### src/rtl/vga_pkg.sv
// Shared timing defaults (640x480@60) and region-decode helpers for the VGA timing generator.
package vga_pkg;

    localparam int DEF_H_DISPLAY = 640;
    localparam int DEF_H_FRONT   = 16;
    localparam int DEF_H_SYNC    = 96;
    localparam int DEF_H_BACK    = 48;
    localparam int DEF_V_DISPLAY = 480;
    localparam int DEF_V_FRONT   = 10;
    localparam int DEF_V_SYNC    = 2;
    localparam int DEF_V_BACK    = 33;

    // Half-open interval test: lo <= v < hi.
    function automatic logic in_region(input int v, input int lo, input int hi);
        return (v >= lo) && (v < hi);
    endfunction

    // Display region starts at count 0.
    function automatic logic is_active(input int cnt, input int display);
        return cnt < display;
    endfunction

    // Sync pulse sits after display and front porch.
    function automatic logic is_sync(input int cnt, input int display, input int front,
                                     input int sync);
        return in_region(cnt, display + front, display + front + sync);
    endfunction

endpackage

### src/rtl/vga_axis_counter.sv
// One timing axis: a wrapping counter plus display/sync region decode.
module vga_axis_counter
    import vga_pkg::*;
#(
    parameter int DISPLAY = DEF_H_DISPLAY,
    parameter int FRONT   = DEF_H_FRONT,
    parameter int SYNC    = DEF_H_SYNC,
    parameter int BACK    = DEF_H_BACK,
    localparam int TOTAL  = DISPLAY + FRONT + SYNC + BACK,
    localparam int W      = $clog2(TOTAL)
) (
    input  logic         CLK,
    input  logic         RESET,
    input  logic         CE,
    output logic [W-1:0] CNT,
    output logic         ACTIVE,
    output logic         IN_SYNC,
    output logic         WRAP
);

    if (DISPLAY < 1 || SYNC < 1 || FRONT < 0 || BACK < 0) begin : g_bad_timing
        $error("vga_axis_counter: DISPLAY and SYNC must be >= 1, porches >= 0");
    end

    localparam logic [W-1:0] LAST = W'(TOTAL - 1);

    assign WRAP    = (CNT == LAST);
    assign ACTIVE  = is_active(int'(CNT), DISPLAY);
    assign IN_SYNC = is_sync(int'(CNT), DISPLAY, FRONT, SYNC);

    // Count on each enabled tick, wrapping from TOTAL-1 back to 0.
    always_ff @(posedge CLK) begin
        if (RESET) begin
            CNT <= '0;
        end else if (CE) begin
            CNT <= WRAP ? '0 : CNT + 1'b1;
        end
    end

endmodule

### src/rtl/vga_timing_gen.sv
// VGA timing generator: H/V axis counters, registered sync/colour outputs, upstream strobes.
// Upstream handshake: PIXEL_EN acts as "valid-and-ready" in one; the source must present
// PIXEL for (X,Y) combinationally in that cycle and advance its pointer on PIXEL_EN.
module vga_timing_gen
    import vga_pkg::*;
#(
    parameter int COLOR_W   = 8,
    parameter int H_DISPLAY = DEF_H_DISPLAY,
    parameter int H_FRONT   = DEF_H_FRONT,
    parameter int H_SYNC    = DEF_H_SYNC,
    parameter int H_BACK    = DEF_H_BACK,
    parameter int V_DISPLAY = DEF_V_DISPLAY,
    parameter int V_FRONT   = DEF_V_FRONT,
    parameter int V_SYNC    = DEF_V_SYNC,
    parameter int V_BACK    = DEF_V_BACK,
    parameter bit H_SYNC_POL = 1'b0,
    parameter bit V_SYNC_POL = 1'b0,
    localparam int H_TOTAL  = H_DISPLAY + H_FRONT + H_SYNC + H_BACK,
    localparam int V_TOTAL  = V_DISPLAY + V_FRONT + V_SYNC + V_BACK,
    localparam int HW       = $clog2(H_TOTAL),
    localparam int VW       = $clog2(V_TOTAL)
) (
    input  logic               CLK,
    input  logic               RESET,
    input  logic               CE,
    input  logic [COLOR_W-1:0] PIXEL,
    output logic               HSYNC,
    output logic               VSYNC,
    output logic [COLOR_W-1:0] COLOR,
    output logic               PIXEL_EN,
    output logic [HW-1:0]      X,
    output logic [VW-1:0]      Y,
    output logic               LINE_START,
    output logic               FRAME_START
);

    logic [HW-1:0] h_cnt;
    logic [VW-1:0] v_cnt;
    logic          h_active, h_sync, h_wrap;
    logic          v_active, v_sync, v_wrap_unused;
    logic          v_ce;

    assign v_ce = CE & h_wrap;

    vga_axis_counter #(
        .DISPLAY(H_DISPLAY), .FRONT(H_FRONT), .SYNC(H_SYNC), .BACK(H_BACK)
    ) u_h (
        .CLK(CLK), .RESET(RESET), .CE(CE),
        .CNT(h_cnt), .ACTIVE(h_active), .IN_SYNC(h_sync), .WRAP(h_wrap)
    );

    vga_axis_counter #(
        .DISPLAY(V_DISPLAY), .FRONT(V_FRONT), .SYNC(V_SYNC), .BACK(V_BACK)
    ) u_v (
        .CLK(CLK), .RESET(RESET), .CE(v_ce),
        .CNT(v_cnt), .ACTIVE(v_active), .IN_SYNC(v_sync), .WRAP(v_wrap_unused)
    );

    // Strobes lead the registered video outputs by one tick; all are gated by CE.
    assign X           = h_cnt;
    assign Y           = v_cnt;
    assign PIXEL_EN    = CE & h_active & v_active;
    assign LINE_START  = CE & (h_cnt == '0);
    assign FRAME_START = CE & (h_cnt == '0) & (v_cnt == '0);

    // Register sync and colour together so they leave the block aligned.
    always_ff @(posedge CLK) begin
        if (RESET) begin
            HSYNC <= ~H_SYNC_POL;
            VSYNC <= ~V_SYNC_POL;
            COLOR <= '0;
        end else if (CE) begin
            HSYNC <= h_sync ? H_SYNC_POL : ~H_SYNC_POL;
            VSYNC <= v_sync ? V_SYNC_POL : ~V_SYNC_POL;
            COLOR <= (h_active && v_active) ? PIXEL : '0;
        end
    end

endmodule

### config.mk
export PLATFORM = sky130hd
export DESIGN_NAME = vga_timing_gen
export DESIGN_NICKNAME = d
export VERILOG_FILES = /design/src/rtl/vga_pkg.sv /design/src/rtl/vga_axis_counter.sv /design/src/rtl/vga_timing_gen.sv
export SDC_FILE = /design/constraint.sdc
export NUM_CORES = 1
export LEC_CHECK = 0
export CAP_MARGIN = 25
export CORE_MARGIN = 2
export CORE_UTILIZATION = 50
export CTS_BUF_LIST = sky130_fd_sc_hd__clkbuf_4 sky130_fd_sc_hd__clkbuf_8 sky130_fd_sc_hd__clkbuf_16
export CTS_CLUSTER_DIAMETER = 60
export DETAILED_ROUTE_END_ITERATION = 16
export HOLD_SLACK_MARGIN = 0.05
export PLACE_DENSITY = 0.92
export SLEW_MARGIN = 30
export SYNTH_ARGS = -nofsm -noshare
export SYNTH_HDL_FRONTEND = slang
export SYNTH_HIERARCHICAL = 1
export SYNTH_SLANG_ARGS = --single-unit
### constraint.sdc
create_clock -name CLK -period 3.55 [get_ports CLK]
set_input_delay 0.71 -clock CLK [delete_from_list [all_inputs] [get_ports CLK]]
set_output_delay 0.71 -clock CLK [all_outputs]
set_load 0.03 [all_outputs]
==> qor.yml, run 1 <==
power_and_ir_drop:
  power_switching_w: 0.0001723
  p_leak_nw: 0.6924
  p_comb_share_pct: 12.8
  switching_share_pct: 26.19
  p_per_area_nw_per_um2: 333.0
  p_seq_share_pct: 53.4
  vdd.ir_drop.worst_mv: 0.2923
  internal_power_w: 0.0004856
  clock_power_share_pct: 33.8
global_routing:
  grt_pass1_vias: 1193
  gr-usage-all-layers_pct: 20.43
  antenna_found_initial: 0
  grt_max_degree: 22
  grt_pass1_wl_mm: 5.250
  grt.overflow.total: 0
synthesis:
  yosys_warnings: 6
  synthCells: 171
  syn_nets: 186
  synth_area_per_cell_um2: 8.627
  syn_area_um2: 1475
floorplanning:
  ioPinCount: 44
  die_area_um2: 3401
  core-area_um2: 2781
  die_x_um: 58.32
  die_h_um: 58.32
  start_util_pct: 53.04
  placementRows: 19
cts:
  cts_buffers: 5
  path_clk_slew_ns: 0.09
  cts-htree-levels: 2
  ctsHoldBuffers: 0
  clock_sinks: 30
  clock_latency_ns: 0.33
  cts_resized: 0
  cts_tree: "yes"
  postCtsSetupBuffers: 0
  cts.path.max_buffers: 2
  cts_root_buffer: "clkbuf_4"
critical_path:
  reg2reg_depth: 7
  critPathKind: "in2out"
  rr_startpoint: "u_h/CNT[5]"
  crit_path_end_kind: "output port"
  rrSetupSlack_ns: 1.28
  crit_fanout: 9
  arrival_ns: 2.25
  r2r-end: "u_v/CNT[8]"
  cp_data_required_time_ns: 2.84
  worst_setup_path_start_kind: "input port"
sta:
  fin_crit_ns: 2.957
  whs_ns: 0.4953
  setup_viol: 0
  fin_crit_sh_pct: 83.30
  hold_violations: 0
  rsz0062_at_grt: "false"
  fmax_ghz: 0.3382
  fin_skew_ns: 0.009077
  tightest_slew_ns: 0.4675
  tns_ns: 0
  drv_slew: 0
  slew_headroom_pct: 68.74
layout:
  drive_gt1_share_pct: 10.65
  layout.nets: 230
  synthToLayoutAreaGrowth_pct: 33.93
  antenna_cells: 0
route:
  drt_iter0_drc: 34
  vias: 1401
  drtAntennaViolNets: 0
  via_per_inst: 5.672
  remaining_drc_errors: 0
  wl_mm: 3.299
  avgRoutedWirePerCell_um: 13.36
  first_pass_iters: 4
place:
  portBuffers: 43
  dpl.hpwl_mm: 2.256
  finalWeightedCongestion: 0.8622
status:
  status: "complete, no violations"
hold_path:
  hold_depth: 2
  hold_end: "HSYNC"
  min_path_type: "reg2reg"
  hp-start: "HSYNC"
flow_run:
  drv_cap: 0
metal layers:
| metal | global-route usage (%) | routed length, um | up-vias | share of wire (%) |
|---|---|---|---|---|
| met1 | 25.66 | 1516 | 635 | 46 |
| met3 | 6.154 | 240 | 5 | 7.3 |
| met4 | 11.63 | 52 | 0 | 1.6 |
| li1 | - | - | 708 | - |
| met2 | 31.14 | 1490 | 53 | 45 |
| met5 | 0 | 0 | - | 0 |
how the worst max path moves through the flow:
stage          startpoint          end  slack, ns  cells past startpoint
2_1_floorplan          CE  FRAME_START       1.20                      3
3_3_place_gp           CE     PIXEL_EN       0.63                      3
3_5_place_dp           CE     PIXEL_EN       0.59                      3
4_1_cts                CE     PIXEL_EN       0.59                      3
5_1_grt        u_v/CNT[5]     PIXEL_EN       0.52                      4
6_report               CE     PIXEL_EN       0.59                      3
sequential cells by signal (all words and copies together) (netlist names):
register,flops
HSYNC,1
COLOR,8
u_h/CNT,10
VSYNC,1
u_v/CNT,10
power by group through the flow:
stage / registers, W / logic (W) / clock network, W
after global routing: 0.000353 / 0.0000906 / 0.000238
after detailed placement: 0.000359 / 0.0000844 / 0
after floorplan: 0.000372 / 0.0000337 / 0
after CTS: 0.000351 / 0.0000848 / 0.000227
after global placement: 0.000359 / 0.0000833 / 0
final: 0.000351 / 0.0000845 / 0.000222
area by class of cell:
cell class	count	area [um2]
well taps	31	38.79
multi-input cells	130	824.5
flip-flops and latches	30	600.6
fillers	215	805.8
clock buffers	7	58.81
inverters	4	15.01
repair buffers	44	432.9
clock inverters	1	5.005
layout by cell type (no fill, tap or decap), types with 6 or more instances in the layout:
cell type / n
a21oi_1: 17
clkbuf_4: 6
clkdlybuf4s50_1: 41
dfxtp_1: 30
nand2_1: 11
nand4_1: 6
nor2_1: 20
nor2b_1: 9
o21ai_0: 9
xor2_1: 6
worst max-delay path, stage by stage:
cell and delay [ns]:
clkdlybuf4s50_1 0.47, and3_1 0.33, clkdlybuf4s50_1 0.73
metrics by stage:
step	worst slack (ns)	total power, W	cells	utilization (%)	area [um2]
after floorplan	1.196	0.0004062	171	-	1475
after global routing	0.5246	0.0006809	247	71.03	1976
final	0.5927	0.0006579	247	71.03	1976
after detailed placement	0.5890	0.0004434	239	68.74	1912
after global placement	0.6320	0.0004425	239	68.74	1912
after CTS	0.5881	0.0006636	247	71.03	1976
Power figures use the tool's default switching activity.
==> run 2, diff against run 1 <==
--- a/config.mk
+++ b/config.mk
@@ -7,12 +7,12 @@
 export LEC_CHECK = 0
 export CAP_MARGIN = 25
 export CORE_MARGIN = 2
-export CORE_UTILIZATION = 50
+export CORE_UTILIZATION = 46
 export CTS_BUF_LIST = sky130_fd_sc_hd__clkbuf_4 sky130_fd_sc_hd__clkbuf_8 sky130_fd_sc_hd__clkbuf_16
 export CTS_CLUSTER_DIAMETER = 60
 export DETAILED_ROUTE_END_ITERATION = 16
 export HOLD_SLACK_MARGIN = 0.05
-export PLACE_DENSITY = 0.92
+export PLACE_DENSITY = 0.86
 export SLEW_MARGIN = 30
 export SYNTH_ARGS = -nofsm -noshare
 export SYNTH_HDL_FRONTEND = slang
==> constraint.sdc (replaced) <==
create_clock -name CLK -period 2.8 [get_ports CLK]
set_input_delay 0.56 -clock CLK [delete_from_list [all_inputs] [get_ports CLK]]
set_output_delay 0.56 -clock CLK [all_outputs]
set_load 0.03 [all_outputs]
==> run 2 against run 1 <==
Non-clock buffer count is 1 higher; die area grew 8.1%; highest routed layer unchanged; sequential share of layout area is 0.13 points lower; critical path depth rose by 1.
==> qor.yml, run 2 (synthesis gave the netlist of run 1 again) <==
power_and_ir_drop:
  fin_total_pwr_w: 0.0008008
  p_per_area_nw_per_um2: 403.5
  power_switching_w: 0.0002031
  clock_power_share_pct: 30.9
  p_seq_share_pct: 55.7
  switching_share_pct: 25.36
  vdd.ir_drop.worst_mv: 0.2344
  internal_power_w: 0.0005977
  p_leak_nw: 0.6896
  p_comb_share_pct: 13.4
critical_path:
  cp_data_required_time_ns: 2.24
  rr_startpoint: "u_h/CNT[5]"
  critPathKind: "in2out"
  reg2reg_depth: 7
  cp_slowest_stage_delay_ns: 0.52
  rrSetupSlack_ns: 0.47
  crit_fanout: 13
  crit_path_end_kind: "output port"
  worst_setup_path_start_kind: "input port"
  r2r-end: "u_v/CNT[7]"
  crit_chain: "clkdlybuf4s50_1 -> buf_4 -> and3_1 -> buf_4"
  arrival_ns: 1.85
  cp_slowest_cell: "clkdlybuf4s50_1"
  crit_path_frequent_cell: "buf_4"
route:
  avgRoutedWirePerCell_um: 12.98
  wl_mm: 3.361
  via_per_inst: 5.483
  vias: 1420
  first_pass_iters: 4
  drt_iter0_drc: 45
  remaining_drc_errors: 0
  drtAntennaViolNets: 0
layout:
  layout_commonest_cell: "clkdlybuf4s50_1"
  final_area_um2: 1984
  reg_top3: "u_h/CNT x10, u_v/CNT x10, COLOR x8"
  antenna_cells: 0
  fillers: 279
  layout.nets: 231
  final_cell_mix: "40 x clkdlybuf4s50_1, 30 x dfxtp_1, 20 x nor2_1, 17 x a21oi_1, 11 x nand2_1"
  drive_gt1_share_pct: 10.70
  synthToLayoutAreaGrowth_pct: 34.52
sta:
  fmax_ghz: 0.4153
  fin_crit_sh_pct: 86.00
  setup_viol: 0
  fin_crit_ns: 2.408
  drv_slew: 0
  hold_violations: 0
  slew_headroom_pct: 69.35
  tns_ns: 0
  tightest_slew_ns: 0.4582
  fin_skew_ns: 0.005822
  rsz0062_at_grt: "false"
  fin_ws_ns: 0.3920
floorplanning:
  placementRows: 20
  core-area_um2: 3053
  die_area_um2: 3676
  die_h_um: 60.63
  start_util_pct: 48.32
  ioPinCount: 44
  die_x_um: 60.63
cts:
  cts_tree: "yes"
  ctsHoldBuffers: 0
  path_clk_slew_ns: 0.08
  cts-htree-levels: 2
  clock_latency_ns: 0.32
  cts.path.max_buffers: 2
  cts_resized: 0
  postCtsSetupBuffers: 0
  cts_root_buffer: "clkbuf_4"
  clock_sinks: 30
  cts_buffers: 5
hold_path:
  hp-start: "HSYNC"
  hold_depth: 2
  min_path_type: "reg2reg"
  hold_end: "HSYNC"
global_routing:
  gr-usage-all-layers_pct: 19.69
  antenna_found_initial: 0
  grt_pass1_vias: 1205
  grt_max_degree: 14
  grt.overflow.total: 0
  grt_pass1_wl_mm: 5.437
place:
  post_dp_cell_area_um2: 1933
  finalWeightedCongestion: 0.8464
  dpl.hpwl_mm: 2.380
  pre_cts_ws_ns: 0.3858
  portBuffers: 43
status:
  status: "complete, no violations"
flow_run:
  drv_cap: 0
run 2: changes by cell type in the layout (fill, tap and decap cells not counted), sizes merged:
cell           delta
clkinv            -1
clkdlybuf4s50     -1
buf               +2
clkbuf            -1
run 2: power by group through the flow:
| stage | clock (W) | combinational [W] | sequential, W |
|---|---|---|---|
| 2_1_floorplan | 0 | 0.0000427 | 0.000472 |
| 3_3_place_gp | 0 | 0.000106 | 0.000456 |
| 3_5_place_dp | 0 | 0.000108 | 0.000456 |
| 4_1_cts | 0.000256 | 0.000108 | 0.000446 |
| 5_1_grt | 0.000273 | 0.000116 | 0.000447 |
| 6_report | 0.000248 | 0.000108 | 0.000446 |
run 2: critical path: cells and delay by family:
kind	cells	cell delay (ns)
AND/OR/NAND/NOR	1	0.34
buffers and inverters	3	0.94
run 2: worst max-delay path by stage:
stage,start,to,slack [ns],depth (start not counted)
after floorplan,u_h/CNT[9],u_v/CNT[7],0.63,8
after global placement,CE,FRAME_START,0.43,5
after detailed placement,CE,PIXEL_EN,0.39,4
after CTS,CE,PIXEL_EN,0.38,4
after global routing,CE,PIXEL_EN,0.29,4
final,CE,PIXEL_EN,0.39,4
run 2: stage by stage:
stage / instances / hold WS (ns) / utilization [%]
floorplan: 171 / 0.6324 / -
global placement: 253 / 0.4677 / 63.32
detailed placement: 253 / 0.4691 / 63.32
CTS: 259 / 0.4941 / 65.00
global route: 259 / 0.5374 / 65.00
finish: 259 / 0.4871 / 65.00
run 2: metal layers:
| metal | routed length (um) | track usage [%] |
|---|---|---|
| met5 | 0 | 0 |
| met4 | 52 | 7.764 |
| met3 | 218 | 6.183 |
| met2 | 1539 | 29.95 |
| met1 | 1552 | 26.08 |
run 2: layout make-up:
class                           count  area (um2)  share of cell area (%)
Inverter                            4       15.01                  0.7566
Sequential cell                    30       600.6                   30.26
Tap cell                           44       55.05                   2.774
Multi-Input combinational cell    130       824.5                   41.55
Timing Repair Buffer               45       437.9                   22.07
Clock buffer                        6       51.30                   2.585
==> run 3, diff against run 2 <==
==> constraint.sdc (replaced) <==
create_clock -name CLK -period 2.3 [get_ports CLK]
set_input_delay 0.46 -clock CLK [delete_from_list [all_inputs] [get_ports CLK]]
set_output_delay 0.46 -clock CLK [all_outputs]
set_load 0.03 [all_outputs]
==> run 3 against run 2 <==
Core utilization grew 2.8 points; combinational power grew 36%; wire length is 2.4% higher; sequential cell count stayed put; largest cell class unchanged.
==> qor.yml, run 3 (synthesis gave the netlist of run 1 again) <==
route:
  drtAntennaViolNets: 0
  avgRoutedWirePerCell_um: 12.74
  vias: 1438
  first_pass_iters: 4
  wl_mm: 3.440
  via_per_inst: 5.326
  remaining_drc_errors: 0
  drt_iter0_drc: 63
global_routing:
  antenna_found_initial: 0
  grt_pass1_vias: 1343
  grt_max_degree: 21
  grt.overflow.total: 0
  gr-usage-all-layers_pct: 20.74
  grt_pass1_wl_mm: 5.768
critical_path:
  crit_fanout: 3
  r2r-end: "u_v/CNT[8]"
  cp_slowest_stage_delay_ns: 0.50
  critPathKind: "in2out"
  cp_data_required_time_ns: 1.84
  reg2reg_depth: 7
  crit_path_end_kind: "output port"
  crit_path_frequent_cell: "and3_1"
  worst_setup_path_start_kind: "input port"
  rrSetupSlack_ns: 0.30
  rr_startpoint: "u_h/CNT[5]"
  cp_slowest_cell: "clkdlybuf4s50_1"
  crit_chain: "clkdlybuf4s50_1 -> nor4b_2 -> and3_1 -> and3_1 -> buf_4"
  arrival_ns: 1.68
sta:
  hold_violations: 0
  fin_skew_ns: 0.005920
  rsz0062_at_grt: "false"
  drv_slew: 0
  whs_ns: 0.4946
  fin_crit_sh_pct: 92.94
  tns_ns: 0
  fmax_ghz: 0.4678
  setup_viol: 0
  fin_crit_ns: 2.138
  tightest_slew_ns: 0.3713
  slew_headroom_pct: 74.90
layout:
  final_cell_mix: "40 x clkdlybuf4s50_1, 30 x dfxtp_1, 20 x nor2_1, 17 x a21oi_1, 14 x buf_4"
  reg_top3: "u_h/CNT x10, u_v/CNT x10, COLOR x8"
  drive_gt1_share_pct: 15.49
  antenna_cells: 0
  layout_commonest_cell: "clkdlybuf4s50_1"
  synthToLayoutAreaGrowth_pct: 40.37
  final_core_utilization_pct: 67.83
  layout.nets: 240
  fillers: 269
cts:
  postCtsSetupBuffers: 0
  cts_buffers: 5
  cts_root_buffer: "clkbuf_4"
  cts_tree: "yes"
  clock_latency_ns: 0.32
  cts.path.max_buffers: 2
  cts-htree-levels: 2
  clock_sinks: 30
  path_clk_slew_ns: 0.08
power_and_ir_drop:
  power_switching_w: 0.0002574
  p_leak_nw: 0.7484
  p_per_area_nw_per_um2: 489.8
  p_comb_share_pct: 14.5
  clock_power_share_pct: 32.6
  internal_power_w: 0.0007568
  vdd.ir_drop.worst_mv: 0.2591
  p_seq_share_pct: 52.9
  switching_share_pct: 25.38
floorplanning:
  die_h_um: 60.63
  ioPinCount: 44
  placementRows: 20
  core-area_um2: 3053
  start_util_pct: 48.32
  die_x_um: 60.63
  die_area_um2: 3676
hold_path:
  min_path_type: "reg2reg"
  hold_depth: 2
  hp-start: "HSYNC"
  hold_end: "HSYNC"
place:
  portBuffers: 43
  finalWeightedCongestion: 0.8767
  dpl.hpwl_mm: 2.489
flow_run:
  drv_cap: 0
status:
  status: "complete, no violations"
[run 3: cell count changes in the layout (fill, tap and decap cells not counted), sizes merged]
| cell | before | now |
|---|---|---|
| clkinv | 0 | 1 |
| clkbuf | 6 | 7 |
| buf | 5 | 14 |
[run 3: power groups by stage]
stage                     registers (W)  clock network [W]   logic, W
after floorplan                0.000575                  0  0.0000520
after global placement         0.000548                  0   0.000144
after detailed placement       0.000549                  0   0.000146
after CTS                      0.000536           0.000339   0.000146
final                          0.000536           0.000331   0.000147
after global routing           0.000538           0.000364   0.000157
[run 3: per-layer routing]
layer / GRT usage, % / up-vias / share of wire [%]
met4: 10.56 / 0 / 1.7
met5: 0 / - / 0
met3: 5.970 / 6 / 6.4
li1: - / 725 / -
met2: 32.57 / 49 / 46
met1: 25.96 / 658 / 45
[run 3: stage by stage]
step | setup slack [ns] | power [W] | std cells | cell area, um2
floorplan | 0.1347 | 0.0006269 | 171 | 1475
global placement | 0.1506 | 0.0006919 | 262 | 2001
detailed placement | 0.1405 | 0.0006946 | 262 | 2001
CTS | 0.1336 | 0.001022 | 270 | 2064
global route | 0.04619 | 0.001059 | 270 | 2071
finish | 0.1624 | 0.001014 | 270 | 2071
[run 3: how the worst max path moves through the flow]
| stage | slack, ns | from | cells past startpoint | end |
|---|---|---|---|---|
| 2_1_floorplan | 0.13 | u_h/CNT[9] | 8 | u_v/CNT[7] |
| 3_3_place_gp | 0.15 | CE | 5 | FRAME_START |
| 3_5_place_dp | 0.14 | CE | 5 | FRAME_START |
| 4_1_cts | 0.13 | CE | 5 | FRAME_START |
| 5_1_grt | 0.05 | CE | 5 | FRAME_START |
| 6_report | 0.16 | CE | 5 | FRAME_START |
[run 3: worst max-delay path, delay by kind of cell]
kind	cells	cell delay, ns
buf+inv	2	0.65
simple gates	3	0.55
[run 3: cell type report]
type / count / area [um2] / area share [%]
sequential: 30 / 600.6 / 29.00
multi-input combinational: 130 / 830.8 / 40.12
timing repair buffer: 54 / 505.5 / 24.41
clock inverter: 1 / 5.005 / 0.2417
clock buffer: 7 / 58.81 / 2.840
inverter: 4 / 15.01 / 0.7251
tap: 44 / 55.05 / 2.659
[run 3: repair_timing]
| item | in CTS | in global routing |
|---|---|---|
| hold buffers | 0 | 0 |
| endpoints found under the setup margin | 0 | 1 |
| gates resized for setup | 0 | 1 |
==> RTL change: new RTL, config.mk and constraints of run 2 <==
Register the outputs `PIXEL_EN`, `X`, `Y`, `LINE_START` and `FRAME_START`, with the module's reset; this adds one clock of latency there. The other outputs are not delayed to match. Comments in the files are not updated.
--- a/src/rtl/vga_timing_gen.sv
+++ b/src/rtl/vga_timing_gen.sv
@@ -57,11 +57,21 @@
     );
 
     // Strobes lead the registered video outputs by one tick; all are gated by CE.
-    assign X           = h_cnt;
-    assign Y           = v_cnt;
-    assign PIXEL_EN    = CE & h_active & v_active;
-    assign LINE_START  = CE & (h_cnt == '0);
-    assign FRAME_START = CE & (h_cnt == '0) & (v_cnt == '0);
+    always_ff @(posedge CLK) begin
+        if (RESET) begin
+            PIXEL_EN    <= '0;
+            X           <= '0;
+            Y           <= '0;
+            LINE_START  <= '0;
+            FRAME_START <= '0;
+        end else begin
+            PIXEL_EN    <= CE & h_active & v_active;
+            X           <= h_cnt;
+            Y           <= v_cnt;
+            LINE_START  <= CE & (h_cnt == '0);
+            FRAME_START <= CE & (h_cnt == '0) & (v_cnt == '0);
+        end
+    end
 
     // Register sync and colour together so they leave the block aligned.
     always_ff @(posedge CLK) begin
Behaviour: not the same (Yosys sat finds a counterexample within 4 cycles, from zero or initial values and one cycle with RESET high).
==> RTL change against run 2 <==
Via count up 15%. First-iteration DRC count up 120%. Sequential cell count up 23. Sequential share of layout area up 10 points. Global-route usage down 1.4 points. Synthesized area up 37%. Wire length up 27%. Largest cell class is now flip-flops and latches. Worst setup slack better by 0.066 ns. Final cell count up 15%. Total power up 76%. Cell area up 32%. Synthesized cell count up 17%. Highest routed layer unchanged.
==> RTL change: results (changes against run 2) <==
detailed_routing:
  drt_pre_antenna_iters: 4  # unchanged
  drt-vias-per-instance: 5.46  # was 5.48
  drtIter0Drc: 101  # was 45
  routed_wl_mm: 4.25  # was 3.36 mm
final_layout:
  seq-cell-share: 0.404  # was 0.303
  fin_cells: 299  # was 259
  n_all_buffers: 46  # was 45
  n_antenna_cell: 0  # unchanged
  final_util: 0.611  # was 0.650
  nClkBuffers: 6  # unchanged
  seq_cells: 53  # was 30
  buffer_area_frac: 0.173  # was 0.221
  nets: 261  # was 231
  multi_input_gates: 136  # was 130
  n_all_inverters: 4  # unchanged
  multi_input_area_share: 0.347  # was 0.416
  clk_share: 0.0458  # was 0.0259
  fill_cells: 355  # was 279
  drive_above_1_share: 0.0972  # was 0.107
setup_path:
  crit_slowest_cell: "or4_1"  # was clkdlybuf4s50_1
  cp.arrival_ns: 2.58  # was 1.85 ns
  path_delay_family: "simple AND/OR/NAND/NOR gates"  # was buffers and inverters
  critPathMaxFanout: 10  # was 13
  crit_path_max_incr_delay_ns: 0.52  # about the same
  r2r.worst_path.cells: 7  # unchanged
status:
  status: "complete, no violations"  # unchanged
min_path:
  hold_class: "register to register"  # unchanged
  holdPathStages: 1  # was 2
logic_synthesis:
  syn-num-nets: 215  # was 186
  yosys_warnings: 6  # unchanged
  synth.avg_cell_area_um2: 10.1  # was 8.63 um^2
grt:
  grt-ovfl-total: 0  # unchanged
  groute.usage.overall: 0.183  # was 0.197
  first_global_vias: 1575  # was 1205
  grt_pass1_wl_mm: 7.25  # was 5.44 mm
  grt_max_degree: 17  # was 14
  antenna_found_initial: 0  # unchanged
cts:
  postCtsSetupBuffers: 0  # unchanged
  post_cts_resized: 0  # unchanged
  cts_max_level: 2  # unchanged
  clk_latency_ns: 0.31
  cts-root-buf: "clkbuf_8"  # was clkbuf_4
  cts.path.max_buffers: 2  # unchanged
  cts.clk_slew.worst_paths_ns: 0.09
  numCtsBuffers: 5  # unchanged
placement:
  place_area_um2: 2500  # was 1930 um^2
  dp_slack_ns: 0.531  # was 0.386 ns
  dp_hpwl_mm: 2.97  # was 2.38 mm
  dp.cells: 291  # was 253
  port_buffers: 43  # unchanged
  place_congestion: 0.831  # was 0.846
pwr:
  p_sw_frac: 0.216  # was 0.254
  leakage_nw: 0.936  # was 0.690 nW
  vdd_drop_max_mv: 0.192  # was 0.234 mV
timing:
  skew_ns: 0.00242  # was 0.00582 ns
  tightest_slew_ns: 0.545  # was 0.458 ns
-- RTL change: routing by layer --
metal | vias to the layer above | track usage | share of wire
li1 | 800 | - | -
met1 | 756 | 0.232 | 0.44
met2 | 70 | 0.291 | 0.47
met3 | 6 | 0.0491 | 0.077
met4 | 0 | 0.0791 | 0.015
met5 | - | 0 | 0
-- RTL change: power groups by stage --
stage,Combinational [mW],Sequential [mW],Clock (mW)
after floorplan,0.0337,0.818,0
after global placement,0.106,0.794,0
after detailed placement,0.107,0.795,0
after CTS,0.108,0.777,0.542
after global routing,0.115,0.779,0.563
final,0.107,0.777,0.529
-- RTL change: final timing paths --
path	startpoint	endpoint	slack [ns]
max	u_h/CNT[5]	u_v/CNT[8]	0.46
min reg2reg	COLOR[4]	COLOR[4]	0.48
min	COLOR[4]	COLOR[4]	0.48
max reg2reg	u_h/CNT[5]	u_v/CNT[8]	0.46
